### src/rtl/hazard_ctrl_if.sv
// Datapath <-> hazard controller bundle: ID-stage decode info and EX/MEM
// status in, operand forwarding selects and pipeline stall/flush controls out.
interface hazard_ctrl_if #(
  parameter int REG_AW = 5,
  parameter int CNT_W  = 32
);
  logic              id_valid;
  logic [REG_AW-1:0] id_rs1, id_rs2, id_rd;
  logic              id_use_rs1, id_use_rs2;
  logic              id_regwrite, id_memread;
  logic              ex_branch_taken;
  logic              mem_wait;
  logic [1:0]        fwd_a, fwd_b;
  logic              stall_if, stall_id;
  logic              flush_id, flush_ex;
  logic [CNT_W-1:0]  stall_cnt, flush_cnt;

  modport master (
    output id_valid, id_rs1, id_rs2, id_rd, id_use_rs1, id_use_rs2,
           id_regwrite, id_memread, ex_branch_taken, mem_wait,
    input  fwd_a, fwd_b, stall_if, stall_id, flush_id, flush_ex,
           stall_cnt, flush_cnt
  );

  modport slave (
    input  id_valid, id_rs1, id_rs2, id_rd, id_use_rs1, id_use_rs2,
           id_regwrite, id_memread, ex_branch_taken, mem_wait,
    output fwd_a, fwd_b, stall_if, stall_id, flush_id, flush_ex,
           stall_cnt, flush_cnt
  );
endinterface

### src/rtl/hazard_ctrl.sv
// Forwarding / load-use stall / branch flush control for the 5-stage RV32I core.
// Define HAZARD_PERF_EN to build the saturating stall/flush performance counters.
module hazard_ctrl #(
  parameter int REG_AW = 5,
  parameter int CNT_W  = 32
) (
  input logic         clk,
  input logic         reset,
  hazard_ctrl_if.slave hz
);

  logic              ex_valid, ex_regwrite, ex_memread;
  logic [REG_AW-1:0] ex_rs1, ex_rs2, ex_rd;
  logic              mem_valid, mem_regwrite;
  logic [REG_AW-1:0] mem_rd;
  logic              wb_valid, wb_regwrite;
  logic [REG_AW-1:0] wb_rd;

  logic mem_wr, wb_wr, load_use;
  logic stall, fl_id, fl_ex;

  // x0 is hardwired zero, so a stage targeting it never counts as writing
  assign mem_wr = mem_valid && mem_regwrite && (mem_rd != '0);
  assign wb_wr  = wb_valid  && wb_regwrite  && (wb_rd  != '0);

  assign load_use = ex_valid && ex_memread && (ex_rd != '0) && hz.id_valid &&
                    ((hz.id_use_rs1 && (hz.id_rs1 == ex_rd)) ||
                     (hz.id_use_rs2 && (hz.id_rs2 == ex_rd)));

  function automatic logic [1:0] fsel(
    input logic              ev,
    input logic              mw,
    input logic              ww,
    input logic [REG_AW-1:0] rs,
    input logic [REG_AW-1:0] mrd,
    input logic [REG_AW-1:0] wrd
  );
    if (!ev)              return 2'b00;
    if (mw && (mrd == rs)) return 2'b10;
    if (ww && (wrd == rs)) return 2'b01;
    return 2'b00;
  endfunction

  assign hz.fwd_a = fsel(ex_valid, mem_wr, wb_wr, ex_rs1, mem_rd, wb_rd);
  assign hz.fwd_b = fsel(ex_valid, mem_wr, wb_wr, ex_rs2, mem_rd, wb_rd);

  // A taken branch squashes the dependent instruction, so it outranks load-use
  always_comb begin
    stall = 1'b0;
    fl_id = 1'b0;
    fl_ex = 1'b0;
    if (!reset) begin
      if (hz.mem_wait) begin
        stall = 1'b1;
      end else if (hz.ex_branch_taken) begin
        fl_id = 1'b1;
        fl_ex = 1'b1;
      end else if (load_use) begin
        stall = 1'b1;
        fl_ex = 1'b1;
      end
    end
  end

  assign hz.stall_if = stall;
  assign hz.stall_id = stall;
  assign hz.flush_id = fl_id;
  assign hz.flush_ex = fl_ex;

  always_ff @(posedge clk) begin
    if (reset) begin
      ex_valid     <= 1'b0;
      ex_regwrite  <= 1'b0;
      ex_memread   <= 1'b0;
      ex_rs1       <= '0;
      ex_rs2       <= '0;
      ex_rd        <= '0;
      mem_valid    <= 1'b0;
      mem_regwrite <= 1'b0;
      mem_rd       <= '0;
      wb_valid     <= 1'b0;
      wb_regwrite  <= 1'b0;
      wb_rd        <= '0;
    end else if (!hz.mem_wait) begin
      if (fl_ex) begin
        ex_valid    <= 1'b0;
        ex_regwrite <= 1'b0;
        ex_memread  <= 1'b0;
        ex_rs1      <= '0;
        ex_rs2      <= '0;
        ex_rd       <= '0;
      end else begin
        ex_valid    <= hz.id_valid;
        ex_regwrite <= hz.id_regwrite;
        ex_memread  <= hz.id_memread;
        ex_rs1      <= hz.id_rs1;
        ex_rs2      <= hz.id_rs2;
        ex_rd       <= hz.id_rd;
      end
      mem_valid    <= ex_valid;
      mem_regwrite <= ex_regwrite;
      mem_rd       <= ex_rd;
      wb_valid     <= mem_valid;
      wb_regwrite  <= mem_regwrite;
      wb_rd        <= mem_rd;
    end
  end

`ifdef HAZARD_PERF_EN
  logic [CNT_W-1:0] stall_cnt_q, flush_cnt_q;
  logic             stall_take;

  // Counts only stalls actually taken; a branch in the same cycle wins
  assign stall_take = load_use && !hz.ex_branch_taken;

  always_ff @(posedge clk) begin
    if (reset) begin
      stall_cnt_q <= '0;
      flush_cnt_q <= '0;
    end else if (!hz.mem_wait) begin
      if (stall_take && (stall_cnt_q != '1))
        stall_cnt_q <= stall_cnt_q + 1'b1;
      if (hz.ex_branch_taken && (flush_cnt_q != '1))
        flush_cnt_q <= flush_cnt_q + 1'b1;
    end
  end

  assign hz.stall_cnt = stall_cnt_q;
  assign hz.flush_cnt = flush_cnt_q;
`else
  assign hz.stall_cnt = '0;
  assign hz.flush_cnt = '0;
`endif

endmodule

### src/flat_wrapper.sv
// flat-port wrapper written by rule: the top's interface ports become plain ports
module hazard_ctrl_flat 
#(
  parameter int REG_AW = 5,
  parameter int CNT_W  = 32
)
  (clk, reset, hz_id_valid, hz_id_rs1, hz_id_rs2, hz_id_rd, hz_id_use_rs1, hz_id_use_rs2, hz_id_regwrite, hz_id_memread, hz_ex_branch_taken, hz_mem_wait, hz_fwd_a, hz_fwd_b, hz_stall_if, hz_stall_id, hz_flush_id, hz_flush_ex, hz_stall_cnt, hz_flush_cnt);
  hazard_ctrl_if #(.REG_AW(REG_AW), .CNT_W(CNT_W)) hz_i ();
  input logic clk;
  input logic reset;
  input wire logic [$bits(hz_i.id_valid)-1:0] hz_id_valid;
  input wire logic [$bits(hz_i.id_rs1)-1:0] hz_id_rs1;
  input wire logic [$bits(hz_i.id_rs2)-1:0] hz_id_rs2;
  input wire logic [$bits(hz_i.id_rd)-1:0] hz_id_rd;
  input wire logic [$bits(hz_i.id_use_rs1)-1:0] hz_id_use_rs1;
  input wire logic [$bits(hz_i.id_use_rs2)-1:0] hz_id_use_rs2;
  input wire logic [$bits(hz_i.id_regwrite)-1:0] hz_id_regwrite;
  input wire logic [$bits(hz_i.id_memread)-1:0] hz_id_memread;
  input wire logic [$bits(hz_i.ex_branch_taken)-1:0] hz_ex_branch_taken;
  input wire logic [$bits(hz_i.mem_wait)-1:0] hz_mem_wait;
  output wire logic [$bits(hz_i.fwd_a)-1:0] hz_fwd_a;
  output wire logic [$bits(hz_i.fwd_b)-1:0] hz_fwd_b;
  output wire logic [$bits(hz_i.stall_if)-1:0] hz_stall_if;
  output wire logic [$bits(hz_i.stall_id)-1:0] hz_stall_id;
  output wire logic [$bits(hz_i.flush_id)-1:0] hz_flush_id;
  output wire logic [$bits(hz_i.flush_ex)-1:0] hz_flush_ex;
  output wire logic [$bits(hz_i.stall_cnt)-1:0] hz_stall_cnt;
  output wire logic [$bits(hz_i.flush_cnt)-1:0] hz_flush_cnt;
  assign hz_i.id_valid = hz_id_valid;
  assign hz_i.id_rs1 = hz_id_rs1;
  assign hz_i.id_rs2 = hz_id_rs2;
  assign hz_i.id_rd = hz_id_rd;
  assign hz_i.id_use_rs1 = hz_id_use_rs1;
  assign hz_i.id_use_rs2 = hz_id_use_rs2;
  assign hz_i.id_regwrite = hz_id_regwrite;
  assign hz_i.id_memread = hz_id_memread;
  assign hz_i.ex_branch_taken = hz_ex_branch_taken;
  assign hz_i.mem_wait = hz_mem_wait;
  assign hz_fwd_a = hz_i.fwd_a;
  assign hz_fwd_b = hz_i.fwd_b;
  assign hz_stall_if = hz_i.stall_if;
  assign hz_stall_id = hz_i.stall_id;
  assign hz_flush_id = hz_i.flush_id;
  assign hz_flush_ex = hz_i.flush_ex;
  assign hz_stall_cnt = hz_i.stall_cnt;
  assign hz_flush_cnt = hz_i.flush_cnt;
  hazard_ctrl #(.REG_AW(REG_AW), .CNT_W(CNT_W)) u_core (.clk(clk), .reset(reset), .hz(hz_i));
endmodule
### config.mk
export PLATFORM = sky130hd
export DESIGN_NAME = hazard_ctrl_flat
export DESIGN_NICKNAME = d
export VERILOG_FILES = /design/src/rtl/hazard_ctrl_if.sv /design/src/rtl/hazard_ctrl.sv /design/src/flat_wrapper.sv
export SDC_FILE = /design/constraint.sdc
export NUM_CORES = 1
export LEC_CHECK = 0
export ABC_AREA = 0
export BUFFER_PORTS_ARGS = -buffer_cell sky130_fd_sc_hd__buf_4
export CORE_MARGIN = 2
export CORE_UTILIZATION = 51
export CTS_BUF_LIST = sky130_fd_sc_hd__clkbuf_8
export CTS_CLUSTER_SIZE = 40
export DETAILED_ROUTE_END_ITERATION = 7
export GPL_ROUTABILITY_DRIVEN = 0
export PLACE_DENSITY = 0.85
export SLEW_MARGIN = 0
export SYNTH_ARGS = -nofsm -noshare
export SYNTH_HDL_FRONTEND = slang
export SYNTH_SLANG_ARGS = --single-unit
### constraint.sdc
create_clock -name clk -period 4.58 [get_ports clk]
set_input_delay 0.916 -clock clk [delete_from_list [all_inputs] [get_ports clk]]
set_output_delay 0.916 -clock clk [all_outputs]
set_load 0.01 [all_outputs]
* After elaboration in Yosys (flattened, before gate mapping) *
Cells that the tools add are included.

word-level totals
  register bits after elaboration = 32
  logic and storage cells = 73

operators by class
  equal/unequal tests = 6
  reductions and logical operators = 18
  multiplexer cells = 37

operators with widths
  kind                number
  5-bit == test       6
  1-bit two-way mux   23
  2-bit two-way mux   11
  5-bit two-way mux   3
  5-bit nonzero test  3
  1-bit logical AND   14
  1-bit logical OR    1

* Logic depth before layout (Yosys ltp) *
  depth after elaboration = 10
  mapped depth = 7
  depth with buffers taken out = 4

* Worst setup path before layout *
Ideal clock, no wire load.

  path kind = input port to output port
  from = in hz_id_rs1[3]
  to = out hz_stall_if
  path slack = 1,433 ps
  buffers on the path = 2
  data arrival time = 2,231 ps
  stages = 6
  path through = xor2_1 -> nor4_1 -> a32oi_1 -> buf_2 -> o41ai_2 -> buf_4

between the ends
  longest elaborated chain between the ends = 8

RTL lines
  item               line                RTL
  from (decl)        flat_wrapper.sv:12  input wire logic [$bits(hz_i.id_rs1)-1:0] hz_id_rs1;
  5-bit == test      hazard_ctrl.sv:27   ((hz.id_use_rs1 && (hz.id_rs1 == ex_rd)) ||
  1-bit logical AND  hazard_ctrl.sv:27
  1-bit logical OR   hazard_ctrl.sv:27
  1-bit logical AND  hazard_ctrl.sv:26   assign load_use = ex_valid && ex_memread && (ex_rd != '0) && hz.id_valid &&
  1-bit two-way mux  hazard_ctrl.sv:58   end else if (load_use) begin
  1-bit two-way mux  hazard_ctrl.sv:55   end else if (hz.ex_branch_taken) begin
  1-bit two-way mux  hazard_ctrl.sv:53   if (hz.mem_wait) begin
  1-bit two-way mux  hazard_ctrl.sv:52   if (!reset) begin
  to (decl)          flat_wrapper.sv:23  output wire logic [$bits(hz_i.stall_if)-1:0] hz_stall_if;

Every way passes these cells.

* Worst setup path in the final report *
  from = in hz_id_rs1[3]
  to = out hz_stall_id

between the ends
  longest elaborated chain between the ends = 8

RTL lines
  item               line                RTL
  5-bit == test      hazard_ctrl.sv:27
  1-bit logical AND  hazard_ctrl.sv:27
  1-bit logical OR   hazard_ctrl.sv:27
  1-bit logical AND  hazard_ctrl.sv:26
  1-bit two-way mux  hazard_ctrl.sv:58
  1-bit two-way mux  hazard_ctrl.sv:55
  1-bit two-way mux  hazard_ctrl.sv:53
  1-bit two-way mux  hazard_ctrl.sv:52
  to (decl)          flat_wrapper.sv:24  output wire logic [$bits(hz_i.stall_id)-1:0] hz_stall_id;

Every way passes these cells.

==> impl_metrics.toml <==
[run_status]
outcome = "complete, no violations"

[sta]
grt_setup_unrepaired = "false"
fmax_mhz = 296
skew_ns = 0.00124
timing.final.hold_violations = 0
max-slew-margin-rel_pct = 40.3
period_share_pct = 73.7
worstMarginPinSlew_ns = 0.896
setup_total_negative_slack_ns = 0
time_the_worst_path_needs_with_i_o_delays_and_setup_ns = 3.38
final_critical_path_setup_slack_ns = 1.20
finalHoldWorstSlack_ns = 0.508
setup_viol_count_final = 0
timing_max_transition_violations_final = 0

[logic_synthesis]
synthesis.instances = 254
distinct_cell_type_count_of_the_synthesized_netlist = 29
synth_largest_area_cell = "dfxtp_1"
postSynth.asyncResetShare_pct = 0
postSynthAreaPerCell_um2 = 9.07
yosys_warnings = 0
synth.yosys.seq_area_share_pct = 27.8
synth_seq_cells = 32
ys.flop_type = "dfxtp_1"
synthesized_cell_area_mm2 = 0.00230
netlist.area_leader.share_pct = 27.8
number_of_flops_mapped_to_enable_cells_by_yosys = 0
top_cells_by_area_synth = "dfxtp_1 28%, buf_4 21%, a22o_1 6.8%, xor2_1 6.8%, mux2i_1 6.1%"

[placement]
portBuffers = 31
place_inst = 323
dp_worst_setup_slack_ns = 1.20
placement_cell_area_mm2 = 0.00227
post-dp-hpwl_mm = 3.33

[finish]
finalCoreUtilization_pct = 54.5
finalNetCount = 302
flow.area_growth_from_synthesis_pct = 2.93
insertedDiodeCount = 0
final_cells = 330
final_area_mm2 = 0.00237
nFillCells = 409
layout-drive-gt1-share_pct = 15.1

[worst_setup_path]
worst_setup_path_start_kind = "input port"
cp_max_fo = 9
max_stage_delay_ns = 0.43
crit_arrival_ns = 2.46
critPathSlowestCell = "o41ai_2"
levels_on_crit_path = 6
critical-path-top-delay-family = "compound AO/OA/AOI/OAI gates"
critPathCaptureType = "output port"
worst_path_required_time_ns = 3.66
critPathKind = "in -> out"
timing.critical_path.from = "hz_id_rs1[3]"
crit_chain = "buf_4, xor2_1, nor4_1, a32oi_1, o41ai_2, buf_4"
worstRegToRegCells = 4
cp.buffers_inverters = 2
timing.critical_path.mode_cell = "buf_4"
critical_path.reg2reg.startpoint = "u_core.ex_rd[0]$_SDFFE_PP0N_"

[cts]
cts-htree-levels = 2
cts.hold.buffers_added = 0
tritoncts_clock_tree = "done"
post_cts.repair.setup_buffers = 0
worst_skew_pair.late_latency_ns = 0.29
root_buffer = "clkbuf_8"
worst_setup_hold_path_clk_slew_ns = 0.06
cts_inserted_buffers = 5
clock_path_buffers = 2
post_cts_resized = 0
numClockSinks = 32

[pwr]
cellPowerDensity_mw_per_mm2 = 286
seq_power_share_pct = 46.4
sw_share_pct = 28.7
power_switching_uw = 194
leakage_nw = 1.26
clock_power_share_pct = 35.2
vdd.ir_drop.worst_mv = 0.181
finalPower_uw = 678
power.internal_uw = 483
combPwrFrac_pct = 18.4

[min_path]
worst_hold_path_type = "reg -> reg"
min-delay-start = "u_core.wb_regwrite$_SDFFE_PP0N_"
min_delay_path_depth = 2

[global_routing]
grt_pass1_wl_mm = 7.49
largest_net_degree_at_the_start_of_global_routing = 21
grt.total_usage_pct = 18.6
via_count_of_the_first_global_routing_pass = 1597
antenna_found_initial = 0
grt-ovfl-total = 0

[route]
drt-vias-per-instance = 4.94
drt_pre_antenna_iters = 4
routed_len_inst_um = 13.5
totalWireLength_mm = 4.47
drt_drc_violations_left = 0
postRouteAntennaNets = 0
routed-via-count = 1629
drt_first_iter_violations = 52

[floorplan]
initial_core_utilization_pct = 52.9
placementRows = 24
design.die.area_mm2 = 0.00507
core_mm2 = 0.00435
fp.dieH_um = 71.2
die-width_um = 71.2
ios = 96

[job]
max_cap_violations = 0
-- metal layers --
metal / GRT usage [%] / wire length (µm) / vias to the layer above
met5: 0 / 0 / -
met4: 5.03 / 44 / 0
met3: 5.70 / 332 / 5
met2: 29.7 / 2070 / 74
met1: 24.5 / 2020 / 759
li1: - / - / 791
-- final cells by class --
class / count / area, µm² / area share, %
Timing Repair Buffer: 33 / 248 / 10.4
Clock buffer: 7 / 96.3 / 4.06
Multi-Input combinational cell: 204 / 1310 / 55.4
Tap cell: 52 / 65.1 / 2.74
Inverter: 2 / 7.51 / 0.317
Sequential cell: 32 / 641 / 27.0
-- layout by cell type, fill, tap and decap left out --
| master | instances |
|---|---|
| o2111ai_2 | 1 |
| a21o_1 | 18 |
| and2_1 | 2 |
| o41ai_2 | 1 |
| clkbuf_8 | 7 |
| buf_4 | 33 |
| nor2_1 | 15 |
| o31ai_1 | 1 |
| nor2b_1 | 1 |
| and2_0 | 1 |
| a32oi_1 | 1 |
| or4_1 | 3 |
| mux2i_1 | 14 |
| or2_1 | 1 |
| xor2_1 | 18 |
| nand3_1 | 4 |
| nand2_1 | 1 |
| nor4_1 | 4 |
| nor3b_1 | 18 |
| dfxtp_1 | 32 |
| inv_1 | 2 |
| conb_1 | 64 |
| o2111ai_1 | 1 |
| xnor2_1 | 12 |
| nor3_1 | 4 |
| a22o_1 | 18 |
| o211ai_1 | 1 |
-- state kept, by name (all words and copies together) (netlist names) --
register,count
u_core.ex_rd,5
u_core.ex_rs1,5
u_core.ex_rs2,5
u_core.mem_rd,5
u_core.wb_rd,5
u_core.ex_memread,1
u_core.ex_regwrite,1
u_core.ex_valid,1
u_core.mem_regwrite,1
u_core.mem_valid,1
u_core.wb_regwrite,1
u_core.wb_valid,1
-- power by group through the flow --
stage          Sequential [mW]  Combinational (mW)  Clock [mW]
5_1_grt                  0.317               0.139       0.259
2_1_floorplan            0.314               0.137           0
4_1_cts                  0.314               0.124       0.244
3_3_place_gp             0.319               0.121           0
3_5_place_dp             0.320               0.124           0
6_report                 0.315               0.125       0.238
-- Yosys cell counts, drive strengths merged, types with 2 or more instances --
master / number
inv: 2
a22o: 18
xor2: 18
xnor2: 12
nor3b: 18
nor4: 4
dfxtp: 32
and2: 3
nor2: 15
o2111ai: 2
a21o: 18
mux2i: 14
clkbuf: 4
nand3: 4
nor3: 4
or4: 3
buf: 75
-- tightest hold or removal path, delay by kind of cell, from the launching register on --
family | cells | cell delay, ns
flip-flops | 1 | 0.33
multiplexers | 1 | 0.07
AND/OR/NAND/NOR | 1 | 0.07
-- worst paths after layout --
kind                                                   endpoint  slack [ns]
worst max-delay path                                hz_stall_id        1.20
worst min-delay path            u_core.wb_regwrite$_SDFFE_PP0N_        0.51
worst max register to register     u_core.ex_valid$_SDFFE_PP0N_        2.53
worst min register to register  u_core.wb_regwrite$_SDFFE_PP0N_        0.51
-- cells by family after synthesis --
group / share of synthesized area (%)
buf+inv: 25.4
simple gates: 13.6
flops: 27.8
other cells: 0.163
compound gates: 15.5
mux: 6.08
xor+xnor: 11.4
Power figures use the tool's default switching activity.
